`src/rtl/seq_divmod_select_pkg.sv`:
```
// Shared types and defaults for the sequential divide/modulo/select block.
package seq_divmod_pkg;

  localparam int unsigned DEF_WIDTH = 64;

  typedef enum logic [2:0] {
    IDLE,
    DIV_AB,
    CHECK,
    DIV_CD,
    LOAD,
    DONE
  } state_e;

endpackage

```
`src/rtl/seq_divmod_select_if.sv`:
```
// Operand/result handshake bundle for seq_divmod_select.
interface seq_divmod_select_if
  import seq_divmod_pkg::*;
#(
  parameter int unsigned WIDTH = DEF_WIDTH
) ();

  logic             in_valid;
  logic             in_ready;
  logic [WIDTH-1:0] a;
  logic [WIDTH-1:0] b;
  logic [WIDTH-1:0] c;
  logic [WIDTH-1:0] d;
  logic [WIDTH-1:0] zero;
  logic             out_valid;
  logic             out_ready;
  logic [WIDTH-1:0] z;
  logic             sel_ab;
  logic             div_by_zero;

  // Producer/consumer side of the block.
  modport master (
    output in_valid, a, b, c, d, zero, out_ready,
    input  in_ready, out_valid, z, sel_ab, div_by_zero
  );

  // The block itself.
  modport slave (
    input  in_valid, a, b, c, d, zero, out_ready,
    output in_ready, out_valid, z, sel_ab, div_by_zero
  );

endinterface

```
`src/rtl/seq_divmod_select_div_iter.sv`:
```
// Iterative restoring unsigned divider, one quotient bit per cycle, MSB first.
// The start cycle performs the first step directly on the dividend/divisor inputs,
// so a division occupies exactly WIDTH step edges; done pulses in the cycle after.
module div_iter
  import seq_divmod_pkg::*;
#(
  parameter int unsigned WIDTH = DEF_WIDTH,
  localparam int unsigned CNT_W = $clog2(WIDTH) + 1
) (
  input  logic             Clk,
  input  logic             Rst,
  input  logic             start,
  input  logic [WIDTH-1:0] dividend,
  input  logic [WIDTH-1:0] divisor,
  output logic             busy,
  output logic             done,
  output logic [WIDTH-1:0] quotient,
  output logic [WIDTH-1:0] remainder
);

  logic [WIDTH-1:0] rem_q, quo_q, dvd_q, dvs_q;
  logic [CNT_W-1:0] cnt_q;
  logic             busy_q, done_q;

  logic [WIDTH-1:0] src_rem, src_quo, src_dvd, src_dvs;
  logic [WIDTH-1:0] rem_sh, rem_nx, quo_nx;
  logic             ge;

  // One restoring step, sourced from the inputs on start and from state otherwise.
  // rem never reaches bit WIDTH-1 before the final shift, so dropping it is lossless.
  always_comb begin
    src_rem = start ? '0 : rem_q;
    src_quo = start ? '0 : quo_q;
    src_dvd = start ? dividend : dvd_q;
    src_dvs = start ? divisor : dvs_q;
    rem_sh  = {src_rem[WIDTH-2:0], src_dvd[WIDTH-1]};
    ge      = (rem_sh >= src_dvs);
    rem_nx  = ge ? (rem_sh - src_dvs) : rem_sh;
    quo_nx  = {src_quo[WIDTH-2:0], ge};
  end

  // Shift registers, step counter and completion pulse.
  always_ff @(posedge Clk or negedge Rst) begin
    if (!Rst) begin
      rem_q  <= '0;
      quo_q  <= '0;
      dvd_q  <= '0;
      dvs_q  <= '0;
      cnt_q  <= '0;
      busy_q <= 1'b0;
      done_q <= 1'b0;
    end else if (start) begin
      rem_q  <= rem_nx;
      quo_q  <= quo_nx;
      dvd_q  <= dividend << 1;
      dvs_q  <= divisor;
      cnt_q  <= CNT_W'(1);
      busy_q <= 1'b1;
      done_q <= 1'b0;
    end else if (busy_q) begin
      rem_q <= rem_nx;
      quo_q <= quo_nx;
      dvd_q <= dvd_q << 1;
      cnt_q <= cnt_q + CNT_W'(1);
      if (cnt_q == CNT_W'(WIDTH - 1)) begin
        busy_q <= 1'b0;
        done_q <= 1'b1;
      end
    end else begin
      done_q <= 1'b0;
    end
  end

  assign busy      = busy_q;
  assign done      = done_q;
  assign quotient  = quo_q;
  assign remainder = rem_q;

endmodule

```
`src/rtl/seq_divmod_select.sv`:
```
// z = (a % b == zero) ? a / b : c / d, computed on one shared iterative divider.
module seq_divmod_select
  import seq_divmod_pkg::*;
#(
  parameter int unsigned WIDTH = DEF_WIDTH
) (
  input logic               Clk,
  input logic               Rst,
  seq_divmod_select_if.slave bus
);

  state_e           state_q, state_d;
  logic [WIDTH-1:0] b_q, c_q, d_q, zero_q;
  logic [WIDTH-1:0] z_q;
  logic             sel_q, dbz_q, cd_kick_q;

  logic             div_start, div_busy, div_done;
  logic [WIDTH-1:0] div_dvd, div_dvs, div_quo, div_rem;
  logic             rem_match;
  logic             in_ready, out_valid;

  div_iter #(
    .WIDTH(WIDTH)
  ) u_div (
    .Clk      (Clk),
    .Rst      (Rst),
    .start    (div_start),
    .dividend (div_dvd),
    .divisor  (div_dvs),
    .busy     (div_busy),
    .done     (div_done),
    .quotient (div_quo),
    .remainder(div_rem)
  );

  assign rem_match = (div_rem == zero_q);

  // Next-state, divider start/operand select and handshake outputs.
  always_comb begin
    state_d   = state_q;
    div_start = 1'b0;
    div_dvd   = bus.a;
    div_dvs   = bus.b;
    in_ready  = 1'b0;
    out_valid = 1'b0;
    unique case (state_q)
      IDLE: begin
        // Never load over a division still in flight.
        in_ready = !div_busy;
        if (bus.in_valid && !div_busy) begin
          div_start = 1'b1;
          state_d   = DIV_AB;
        end
      end
      DIV_AB: if (div_done) state_d = CHECK;
      CHECK:  state_d = rem_match ? DONE : DIV_CD;
      DIV_CD: begin
        div_dvd   = c_q;
        div_dvs   = d_q;
        div_start = cd_kick_q;
        if (div_done) state_d = LOAD;
      end
      LOAD: state_d = DONE;
      DONE: begin
        out_valid = 1'b1;
        if (bus.out_ready) state_d = IDLE;
      end
      default: state_d = IDLE;
    endcase
  end

  // State, operand latches and registered result.
  always_ff @(posedge Clk or negedge Rst) begin
    if (!Rst) begin
      state_q   <= IDLE;
      b_q       <= '0;
      c_q       <= '0;
      d_q       <= '0;
      zero_q    <= '0;
      z_q       <= '0;
      sel_q     <= 1'b0;
      dbz_q     <= 1'b0;
      cd_kick_q <= 1'b0;
    end else begin
      state_q <= state_d;
      // Registered kick keeps the full-width compare off the divider load path.
      cd_kick_q <= (state_q == CHECK) && !rem_match;
      if (state_q == IDLE && div_start) begin
        b_q    <= bus.b;
        c_q    <= bus.c;
        d_q    <= bus.d;
        zero_q <= bus.zero;
      end
      if (state_q == CHECK && rem_match) begin
        z_q   <= div_quo;
        sel_q <= 1'b1;
        dbz_q <= (b_q == '0);
      end else if (state_q == LOAD) begin
        z_q   <= div_quo;
        sel_q <= 1'b0;
        dbz_q <= (d_q == '0);
      end
    end
  end

  assign bus.in_ready    = in_ready;
  assign bus.out_valid   = out_valid;
  assign bus.z           = z_q;
  assign bus.sel_ab      = sel_q;
  assign bus.div_by_zero = dbz_q;

endmodule
```
`src/flat_wrapper.sv`:
```
// flat-port wrapper written by rule: the top's interface ports become plain ports
module seq_divmod_select_flat import seq_divmod_pkg::*;
#(
  parameter int unsigned WIDTH = DEF_WIDTH
)
  (Clk, Rst, bus_in_valid, bus_a, bus_b, bus_c, bus_d, bus_zero, bus_out_ready, bus_in_ready, bus_out_valid, bus_z, bus_sel_ab, bus_div_by_zero);
  seq_divmod_select_if #(.WIDTH(WIDTH)) bus_i ();
  input logic Clk;
  input logic Rst;
  input wire logic [$bits(bus_i.in_valid)-1:0] bus_in_valid;
  input wire logic [$bits(bus_i.a)-1:0] bus_a;
  input wire logic [$bits(bus_i.b)-1:0] bus_b;
  input wire logic [$bits(bus_i.c)-1:0] bus_c;
  input wire logic [$bits(bus_i.d)-1:0] bus_d;
  input wire logic [$bits(bus_i.zero)-1:0] bus_zero;
  input wire logic [$bits(bus_i.out_ready)-1:0] bus_out_ready;
  output wire logic [$bits(bus_i.in_ready)-1:0] bus_in_ready;
  output wire logic [$bits(bus_i.out_valid)-1:0] bus_out_valid;
  output wire logic [$bits(bus_i.z)-1:0] bus_z;
  output wire logic [$bits(bus_i.sel_ab)-1:0] bus_sel_ab;
  output wire logic [$bits(bus_i.div_by_zero)-1:0] bus_div_by_zero;
  assign bus_i.in_valid = bus_in_valid;
  assign bus_i.a = bus_a;
  assign bus_i.b = bus_b;
  assign bus_i.c = bus_c;
  assign bus_i.d = bus_d;
  assign bus_i.zero = bus_zero;
  assign bus_i.out_ready = bus_out_ready;
  assign bus_in_ready = bus_i.in_ready;
  assign bus_out_valid = bus_i.out_valid;
  assign bus_z = bus_i.z;
  assign bus_sel_ab = bus_i.sel_ab;
  assign bus_div_by_zero = bus_i.div_by_zero;
  seq_divmod_select #(.WIDTH(WIDTH)) u_core (.Clk(Clk), .Rst(Rst), .bus(bus_i));
endmodule
```
`config.mk`:
```
export PLATFORM = sky130hd
export DESIGN_NAME = seq_divmod_select_flat
export DESIGN_NICKNAME = d
export VERILOG_FILES = /design/src/rtl/seq_divmod_select_pkg.sv /design/src/rtl/seq_divmod_select_if.sv /design/src/rtl/seq_divmod_select_div_iter.sv /design/src/rtl/seq_divmod_select.sv /design/src/flat_wrapper.sv
export SDC_FILE = /design/constraint.sdc
export NUM_CORES = 1
export LEC_CHECK = 0
export ABC_AREA = 1
export BUFFER_PORTS_ARGS = -buffer_cell sky130_fd_sc_hd__buf_2
export CAP_MARGIN = 20
export CELL_PAD_IN_SITES_DETAIL_PLACEMENT = 1
export CELL_PAD_IN_SITES_GLOBAL_PLACEMENT = 1
export CORE_MARGIN = 8
export CORE_UTILIZATION = 40
export DETAILED_ROUTE_END_ITERATION = 7
export HOLD_SLACK_MARGIN = 0.02
export PLACE_DENSITY_LB_ADDON = 0.1
export SYNTH_ARGS = -nofsm -noshare
export SYNTH_HDL_FRONTEND = slang
export SYNTH_SLANG_ARGS = --single-unit
```
`constraint.sdc`:
```
create_clock -name Clk -period 4.7 [get_ports Clk]
set_clock_uncertainty 0.05 [all_clocks]
set_input_delay 0.94 -clock Clk [delete_from_list [all_inputs] [get_ports Clk]]
set_output_delay 0.94 -clock Clk [all_outputs]
set_load 0.02 [all_outputs]
```
# Word level (Yosys, flattened, before mapping)
# Index checks and enable logic that the tools add are counted.
[totals] reg_bits=591 out_inout_bits=68
[classes] eq_ne=12 magnitude_cmp=1 n_addsub=2 reduce_logical=12 mux=37
[ops] cell="$mux 64" count=13
[ops] cell="$logic_not 64->1" count=2
[ops] cell="$mux 63" count=2
[ops] cell="$eq 64x64->1" count=1
[ops] cell="$ge 64x64->1" count=1
[ops] cell="$sub 64x64->64" count=1
[ops] cell="$pmux 3 s6" count=1
[ops] cell="$mux 3" count=5
[ops] cell="$mux 7" count=2
[ops] cell="$mux 1" count=13
[ops] cell="$add 7x1->7 const B" count=1
[ops] cell="$eq 7x6->1 const B" count=1
[ops] cell="$eq 3x2->1 const B" count=2
[ops] cell="$eq 3x3->1 const B" count=2
[ops] cell="$ne 2x2->1 const B" count=3
[ops] cell="$logic_and 1x1->1" count=4
[ops] cell="$reduce_and 4->1" count=1
[ops] cell="$reduce_bool 2->1" count=2
[ops] cell="$eq 3x1->1 const B" count=1
[ops] cell="$logic_not 3->1" count=1
[ops] cell="$ne 3x1->1 const B" count=1
[ops] cell="$logic_not 1->1" count=2
[ops] cell="$ne 2x1->1 const B" count=1
[ops] cell="$pmux 1 s2" count=1

# Longest topological paths before layout
# Gate-level depths: netlist (run 1).
[logic_depth] depth_word=9 mapped_depth=27 ltp_nobuf=25

# Modules after synthesis
# A second synthesis (run 1) with hierarchy kept.
[unflattened] hier_cells=4426 hier_area_um2=32885.3
[modules_own_cells] module="div_iter" cells_per_inst=2633 area_each_um2=17500.5 instances=1
[modules_own_cells] module="seq_divmod_select" cells_per_inst=1793 area_each_um2=15384.8 instances=1

# Worst setup path after synthesis (run 1)
# Ideal clock, no wire load.
[synth_timing] path_type="input to register" start="input bus_in_valid" end="register u_core.u_div.rem_q[0] (netlist: u_core.u_div.remainder[0])" required_ns=4.518 setup_time_ns=0.132 path_buffers=6 arrival_time_ns=4.313 cell_stages=23 slack_ns=0.205 path_cell_list="inv_1 -> nor2_1 -> nand3_4 -> nand2_2 -> buf_2 -> clkbuf_1 -> clkbuf_1 -> buf_1 -> nor2_1 -> ha_1 -> a21oi_1 -> nor2_1 -> nor2_1 -> o21bai_1 -> nand2_1 -> o2111ai_1 -> a31oi_1 -> a21boi_2 -> buf_4 -> buf_6 -> nand2_1 -> nand3_1 -> o21ai_1"
[synth_between] elab_chain_cells=8 word_cells_on_any_way=12
[synth_lines] element="from (decl)" line_no="flat_wrapper.sv:10" source="input wire logic [$bits(bus_i.in_valid)-1:0] bus_in_valid;"
[synth_lines] element="$logic_and 1x1->1 (*)" line_no="seq_divmod_select.sv:50" source="if (bus.in_valid && !div_busy) begin"
[synth_lines] element="$mux 1 (*)" line_no="seq_divmod_select.sv:50"
[synth_lines] element="$pmux 1 s2 (*)" line_no="seq_divmod_select.sv:46" source="unique case (state_q)"
[synth_lines] element="$mux 64, or another cell as far along" line_no="seq_divmod_select_div_iter.sv:34" source="src_dvd = start ? dividend : dvd_q;"
[synth_lines] element="$sub 64x64->64 or $ge 64x64->1 (tied branches)" line_no="seq_divmod_select_div_iter.sv:38, seq_divmod_select_div_iter.sv:37"
[synth_lines] element="$mux 64" line_no="seq_divmod_select_div_iter.sv:38" source="rem_nx = ge ? (rem_sh - src_dvs) : rem_sh;"
[synth_lines] element="$mux 64" line_no="seq_divmod_select_div_iter.sv:60" source="end else if (busy_q) begin"
[synth_lines] element="$mux 64" line_no="seq_divmod_select_div_iter.sv:52" source="end else if (start) begin"
[synth_lines] element="to (signal assigned)" line_no="seq_divmod_select_div_iter.sv:53" source="rem_q <= rem_nx;"
[synth_lines] element="to (signal assigned)" line_no="seq_divmod_select_div_iter.sv:61" source="rem_q <= rem_nx;"
[synth_lines] element="to (decl)" line_no="seq_divmod_select_div_iter.sv:21" source="logic [WIDTH-1:0] rem_q, quo_q, dvd_q, dvs_q;"
# Every way passes the cells marked *; elsewhere a longest branch is shown, timed or not. The select of a mux whose other input is x is not followed.
# A chain may end at the register's enable or synchronous reset.

# Final worst setup path (run 1)
[layout_timing] start="register u_core.state_q[2]" end="register u_core.u_div.rem_q[57] (netlist: u_core.u_div.remainder[57])"
[layout_between] elab_chain_cells=7 word_cells_on_any_way=14
[layout_lines] element="from (decl)" line_no="seq_divmod_select.sv:12" source="state_e state_q, state_d;"
[layout_lines] element="from (signal assigned)" line_no="seq_divmod_select.sv:85" source="state_q <= state_d;"
[layout_lines] element="$eq 3x2->1 or $logic_not 3->1 (tied branches)" line_no="seq_divmod_select.sv:46"
[layout_lines] element="$pmux 1 s2 or $mux 64 (tied branches)" line_no="seq_divmod_select.sv:46"
[layout_lines] element="$mux 64, or another cell as far along" line_no="seq_divmod_select_div_iter.sv:34"
[layout_lines] element="$sub 64x64->64 or $ge 64x64->1 (tied branches)" line_no="seq_divmod_select_div_iter.sv:38, seq_divmod_select_div_iter.sv:37"
[layout_lines] element="$mux 64" line_no="seq_divmod_select_div_iter.sv:38"
[layout_lines] element="$mux 64" line_no="seq_divmod_select_div_iter.sv:60"
[layout_lines] element="$mux 64" line_no="seq_divmod_select_div_iter.sv:52"
# Several ways; a longest one is shown, not always the timed one. The select of a mux whose other input is x is not followed.

==> results.yml, run 1 <==
yosys:
  synth_xor_area_share_pct: 2.640
  netlist_instances: 3753
  synth_mux_area_share_pct: 3.796
  yosys.area_share.simple_pct: 19.34
  yosysSeqAreaShare_pct: 48.37
  synth-main-ff-cell: "dfrtp_1"
  synth_area_per_cell_um2: 8.133
  synth_warnings: 0
  synth_cell_types: 44
  synth_top_family_by_area: "simple AND/OR/NAND/NOR gates"
  ys_ff_latch: 590
  synthArstFlopShare_pct: 100.0
  yosys.area_share.adder_pct: 2.689
  synth_compound_area_share_pct: 14.40
  synth-edff-count: 0
  syn_area_um2: 30520
  syn_nets: 4142
timing:
  rsz0062_at_grt: "no"
  worst_slack_ns: 0.3949
  final.min_clock_period_ns: 4.305
  worst_slew_pin_slew_ns: 1.063
  max_freq_ghz: 0.2323
  finalSetupViolations: 0
  hold_viol: 0
  slew_violations: 0
  final.setup.tns_ns: 0
  relSlewSlack_pct: 29.13
  period_share_pct: 91.60
worst_setup_path:
  cp-start-kind: "flip-flop"
  max_stage_delay_ns: 0.44
  crit_type: "flip-flop to flip-flop"
  required_ns: 5.19
  path_cells: "inv_2 > nand3_2 > inv_8 > buf_12 > buf_4 > nand2_1 > o211ai_1 > o21ai_0 > ha_1 > nand2_1 > nor2_1 > inv_1 > nor2_1 > inv_1 > nor2_1 > nand2_2 > nand3_2 > nand2_2 > nand2_2 > buf_4 > nand3_1 > a21oi_1"
  path_buf_inv: 7
  arrival_ns: 4.79
  cp-end-kind: "flip-flop"
  crit_fanout: 34
  critPathTopFamily: "simple AND/OR/NAND/NOR gates"
  slowest_stage: "ha_1"
job:
  cap_viol_max_count: 0
floorplan:
  rows: 101
  core_area_um2: 75700
  die-area_um2: 85400
  fp.dieW_um: 292.2
  die_h_um: 292.2
  num_io_pins: 392
  start_util_pct: 40.32
pwr:
  comb_power_share_pct: 50.8
  intPower_mw: 16.07
  seqPwrFrac_pct: 30.2
  switchingPower_mw: 13.01
  vdd_ir_drop_max_v: 0.0003419
  total_power_mw: 29.09
  power_density_nw_per_um2: 787.5
  leakage_nw: 18.43
  p_sw_share_pct: 44.74
  clkPwrFrac_pct: 18.9
final_layout:
  fillers: 9199
  syn2layout_area_growth_pct: 21.00
  utilization_pct: 48.79
  nNetsFinal: 4602
  final_common_cell: "nand2_1"
  drive_gt1_share_pct: 18.69
  final_cell_mix: "nand2_1, dfrtp_1, inv_1"
global_route:
  grt_pass1_vias: 28670
  grt_util_all_layers_pct: 25.54
  grt_overflow: 0
  grt_max_degree: 99
  grt_antenna_before_repair: 18
  grt_pass1_wl_mm: 171.7
drt:
  routed_wirelength_mm: 111.3
  vias_per_cell: 5.223
  routedWlPerCell_um: 21.22
  first_iter_violations: 1578
  drtAntennaViolNets: 0
  route.vias.total: 27400
  drc_errors: 0
  firstDrtPassIters: 5
clock_network:
  ctsHtreeMaxLevel: 3
  clk_transition_reported_paths_ns: 0.06
  clockRootBuffer: "clkbuf_16"
  cts_buffer_depth: 3
  tritoncts: "done"
  clock-sinks: 590
  postCtsHoldBufs: 0
  clock_latency_ns: 0.63
  cts_made_buffers: 70
hold_path:
  hold_class: "input pin to asynchronous set/reset pin"
run_status:
  status: "finished clean"
placed_design:
  dp_hpwl_mm: 86.05
  io_buffers: 391
  dpl_worst_slack_ns: 0.03180
  gp_congestion: 0.9795
-- final cells by class --
cell class | count | area [um^2] | share of cell area [%]
Antenna cell | 8 | 20.02 | 0.05420
Clock buffer | 93 | 1919 | 5.197
Clock inverter | 26 | 374.1 | 1.013
Inverter | 525 | 1981 | 5.363
Multi-Input combinational cell | 2466 | 13130 | 35.54
Sequential cell | 590 | 14770 | 39.98
Tap cell | 978 | 1224 | 3.313
Timing Repair Buffer | 560 | 3523 | 9.540
-- power by group through the flow --
stage,Clock (mW),Sequential (mW),Combinational [mW]
floorplan,0,8.67,9.03
global placement,0,8.79,14.4
detailed placement,0,8.86,14.7
CTS,5.64,8.80,14.8
global route,5.82,9.05,16.4
finish,5.50,8.79,14.8
-- timing repair --
item,CTS,global route
setup buffers,0,0
setup endpoints to repair,0,11
resized for setup,0,2
-- worst reg2reg max path: stages, from the launching register on --
cell	delay, ns
dfrtp_1	0.40
inv_2	0.19
nand3_2	0.17
inv_8	0.22
buf_12	0.22
buf_4	0.18
nand2_1	0.06
o211ai_1	0.16
o21ai_0	0.25
ha_1	0.44
nand2_1	0.12
nor2_1	0.11
inv_1	0.08
nor2_1	0.15
inv_1	0.12
nor2_1	0.25
nand2_2	0.11
nand3_2	0.12
nand2_2	0.08
nand2_2	0.14
buf_4	0.32
nand3_1	0.14
a21oi_1	0.17
-- cells in the mapped netlist, types with 15 or more instances --
master    number  share of area [%]
nand2_1      804                9.9
xnor2_1       58                1.7
nor3_1        40               0.66
buf_2         17               0.28
ha_1          64                2.6
o211ai_1      91                2.2
o22ai_1       64                1.3
nor2_1       384                4.7
a21oi_1      282                4.6
buf_1         21               0.26
xor2_1        34               0.98
o21ai_0      227                3.7
inv_1        521                6.4
nand4_1       33               0.68
a31oi_1       15               0.31
mux2_2       102                3.8
clkbuf_1     128                1.6
o21ai_1       16               0.26
dfrtp_1      590                 48
o221ai_1      36                1.0
nand3_1      109                1.8
nor4_1        35               0.72
-- path summary, 6_finish.rpt --
path | start | to | slack (ns) | depth (start not counted)
min in group Clk | u_core.bus.sel_ab$_DFFE_PN0P_ | u_core.bus.sel_ab$_DFFE_PN0P_ | 0.43 | 2
setup / recovery | u_core.state_q[2]$_DFFE_PN0P_ | u_core.u_div.remainder[57]$_DFFE_PN0P_ | 0.39 | 22
setup reg to reg | u_core.state_q[2]$_DFFE_PN0P_ | u_core.u_div.remainder[57]$_DFFE_PN0P_ | 0.39 | 22
hold / removal | Rst | u_core.zero_q[43]$_DFFE_PN0P_ | 0.33 | 1
hold reg to reg | u_core.bus.sel_ab$_DFFE_PN0P_ | u_core.bus.sel_ab$_DFFE_PN0P_ | 0.43 | 2
max in group asynchronous | Rst | u_core.u_div.dvd_q[13]$_DFFE_PN0P_ | 3.19 | 2
-- state kept, by name, indices dropped and copies added (netlist names) --
name	cells
u_core.c_q	64
u_core.bus.div_by_zero	1
u_core.u_div.done	1
u_core.u_div.cnt_q	7
u_core.zero_q	64
u_core.u_div.busy	1
u_core.u_div.dvd_q	63
u_core.b_q	64
u_core.d_q	64
u_core.bus.z	64
u_core.u_div.dvs_q	64
u_core.u_div.remainder	64
u_core.state_q	3
u_core.cd_kick_q	1
u_core.u_div.quotient	64
u_core.bus.sel_ab	1
-- cell families (layout without fill, tap and decap cells) --
| kind of cell | after synthesis | in the layout |
|---|---|---|
| mux | 103 | 103 |
| fa+ha+maj | 65 | 65 |
| other cells | 0 | 8 |
| xor+xnor | 92 | 92 |
| buf+inv | 697 | 1204 |
| simple gates | 1440 | 1440 |
| flops | 590 | 590 |
| compound gates | 766 | 766 |
-- metal layers --
layer | part of all wire [%] | up-vias | track usage (%)
met5 | 0.011 | - | 0
met4 | 3.2 | 2 | 8.111
met3 | 4.6 | 174 | 3.899
met2 | 46 | 608 | 41.17
met1 | 46 | 13470 | 35.29
li1 | - | 13140 | -
-- stage by stage --
| stage | instances | hold slack (ns) | cell area, um^2 |
|---|---|---|---|
| finish | 5246 | 0.3258 | 36930 |
| global route | 5243 | 0.3541 | 36930 |
| CTS | 5238 | 0.3292 | 36910 |
| detailed placement | 5119 | 0.4237 | 34620 |
| global placement | 5119 | 0.4162 | 34620 |
| floorplan | 3753 | 0.3976 | 30520 |
Power figures use the tool's default switching activity.
==> run 2, diff against run 1 <==
CORE_MARGIN = 4   (was 8)
REMOVE_ABC_BUFFERS = 1   (was default)
==> results.yml, run 2 (synthesis results as in run 1) <==
run_status:
  status: "finished clean"
worst_setup_path:
  arrival_ns: 4.69
  reg2reg_slack_ns: 0.46
  crit_fanout: 54
  required_ns: 5.14
  crit_type: "flip-flop to flip-flop"
  cp-end-kind: "flip-flop"
  cp-start-kind: "flip-flop"
placed_design:
  gp_congestion: 0.9350
  dp_hpwl_mm: 76.25
  io_buffers: 391
  dpl_worst_slack_ns: 0.07116
global_route:
  grt_max_degree: 182
  grt_util_all_layers_pct: 24.65
  grt_pass1_wl_mm: 158.5
  grt_overflow: 0
  grt_antenna_before_repair: 15
  grt_pass1_vias: 27980
job:
  cap_viol_max_count: 0
floorplan:
  core_area_um2: 75820
  start_util_pct: 40.26
  die-area_um2: 80790
  fp.dieW_um: 284.2
  die_h_um: 284.2
  rows: 101
  num_io_pins: 392
drt:
  route.vias.total: 26740
  dr_wl_met2_mm: 48.22
  wl_met1_mm: 47.55
  first_iter_violations: 1318
  vias_per_cell: 5.145
  routed_wirelength_mm: 101.3
  maxUsedRoutingLayer: "met5"
  wl_met3_mm: 3.604
  drc_errors: 0
  drtAntennaViolNets: 0
  routedWlPerCell_um: 19.48
  firstDrtPassIters: 5
timing:
  slew_violations: 0
  final.setup.tns_ns: 0
  relSlewSlack_pct: 39.92
  max_freq_ghz: 0.2357
  period_share_pct: 90.28
  final.min_clock_period_ns: 4.243
  rsz0062_at_grt: "no"
  finalSetupViolations: 0
  hold_viol: 0
  worst_slack_ns: 0.4568
  worst_slew_pin_slew_ns: 0.9012
clock_network:
  cts_made_buffers: 69
  clock-sinks: 590
  tritoncts: "done"
  clockRootBuffer: "clkbuf_16"
  cts_buffer_depth: 3
  clk_transition_reported_paths_ns: 0.06
  postCtsHoldBufs: 0
  clock_latency_ns: 0.62
  ctsHtreeMaxLevel: 3
final_layout:
  drive_gt1_share_pct: 17.76
  nNetsFinal: 4544
  final_common_cell: "nand2_1"
  fillers: 9335
  syn2layout_area_growth_pct: 19.50
  final_cell_mix: "nand2_1, dfrtp_1, inv_1"
pwr:
  leakage_nw: 18.15
  total_power_mw: 28.13
  power_density_nw_per_um2: 771.3
  vdd_ir_drop_max_v: 0.0002731
hold_path:
  hold_class: "input pin to asynchronous set/reset pin"
==> run 2: changes by cell type in the layout (fill, tap and decap cells not counted), moves of 3 or more <==
| cell | delta |
|---|---|
| buf_12 | -7 |
| buf_4 | -51 |
| clkbuf_1 | -5 |
| diode_2 | +5 |
| clkbuf_8 | +9 |
| clkinv_2 | +3 |
==> run 2: power by group <==
part | leakage, nW | switching, mW | internal [mW]
clock | 1.15 | 2.29 | 3.21
combinational | 9.78 | 8.87 | 5.04
sequential | 7.22 | 1.35 | 7.38
total | 18.2 | 12.5 | 15.6
==> run 2: stage by stage <==
step                instances  area, um^2  utilization (%)  hold slack, ns
finish                   5198       36470            48.10          0.3299
floorplan                3581       29820                -          0.3976
CTS                      5183       36420            48.04          0.3565
global placement         5060       34090            44.96          0.4146
global route             5194       36460            48.09          0.3871
detailed placement       5060       34090            44.96          0.4157
==> run 2: what timing repair did <==
item,4_1_cts,5_1_grt
resized for setup,0,1
endpoints found under the setup margin,0,4
setup buffers,0,2
==> run 2: per-layer routing <==
layer,GRT usage (%),vias up
li1,-,13040
met1,33.91,13210
met2,41.26,377
met3,3.657,106
met4,5.869,4
met5,0,-
==> run 2: path summary, 6_finish.rpt <==
check / startpoint / endpoint / depth (start not counted)
min: Rst / u_core.b_q[17]$_DFFE_PN0P_ / 1
min in group Clk: u_core.bus.sel_ab$_DFFE_PN0P_ / u_core.bus.sel_ab$_DFFE_PN0P_ / 2
max in group asynchronous: Rst / u_core.bus.z[52]$_DFFE_PN0P_ / 2
max: u_core.state_q[0]$_DFFE_PN0P_ / u_core.u_div.remainder[57]$_DFFE_PN0P_ / 19
min reg2reg: u_core.bus.sel_ab$_DFFE_PN0P_ / u_core.bus.sel_ab$_DFFE_PN0P_ / 2
max reg2reg: u_core.state_q[0]$_DFFE_PN0P_ / u_core.u_div.remainder[57]$_DFFE_PN0P_ / 19
==> run 2: worst max-delay path: stages, from the launching register on <==
cell and delay (ns):
dfrtp_1 0.60, nand3_2 0.18, inv_6 0.28, buf_4 0.26
buf_6 0.27, nand2_1 0.08, o211ai_1 0.12, o21ai_0 0.20
ha_1 0.43, nand2_1 0.10, nor3_1 0.33, nand2_1 0.09
o2111ai_1 0.08, a31oi_1 0.12, buf_4 0.19, nand2_2 0.09
buf_12 0.26, nand2_4 0.16, nand2_1 0.10, a21oi_1 0.07
==> run 2: final cells by class <==
class / instances / area, um^2 / area share [%]
Sequential cell: 590 / 14760 / 40.48
Multi-Input combinational cell: 2466 / 13130 / 35.99
Timing Repair Buffer: 503 / 3012 / 8.257
Inverter: 525 / 1978 / 5.423
Clock buffer: 95 / 1974 / 5.413
Tap cell: 978 / 1224 / 3.355
Clock inverter: 28 / 361.6 / 0.9914
Antenna cell: 13 / 32.53 / 0.08919
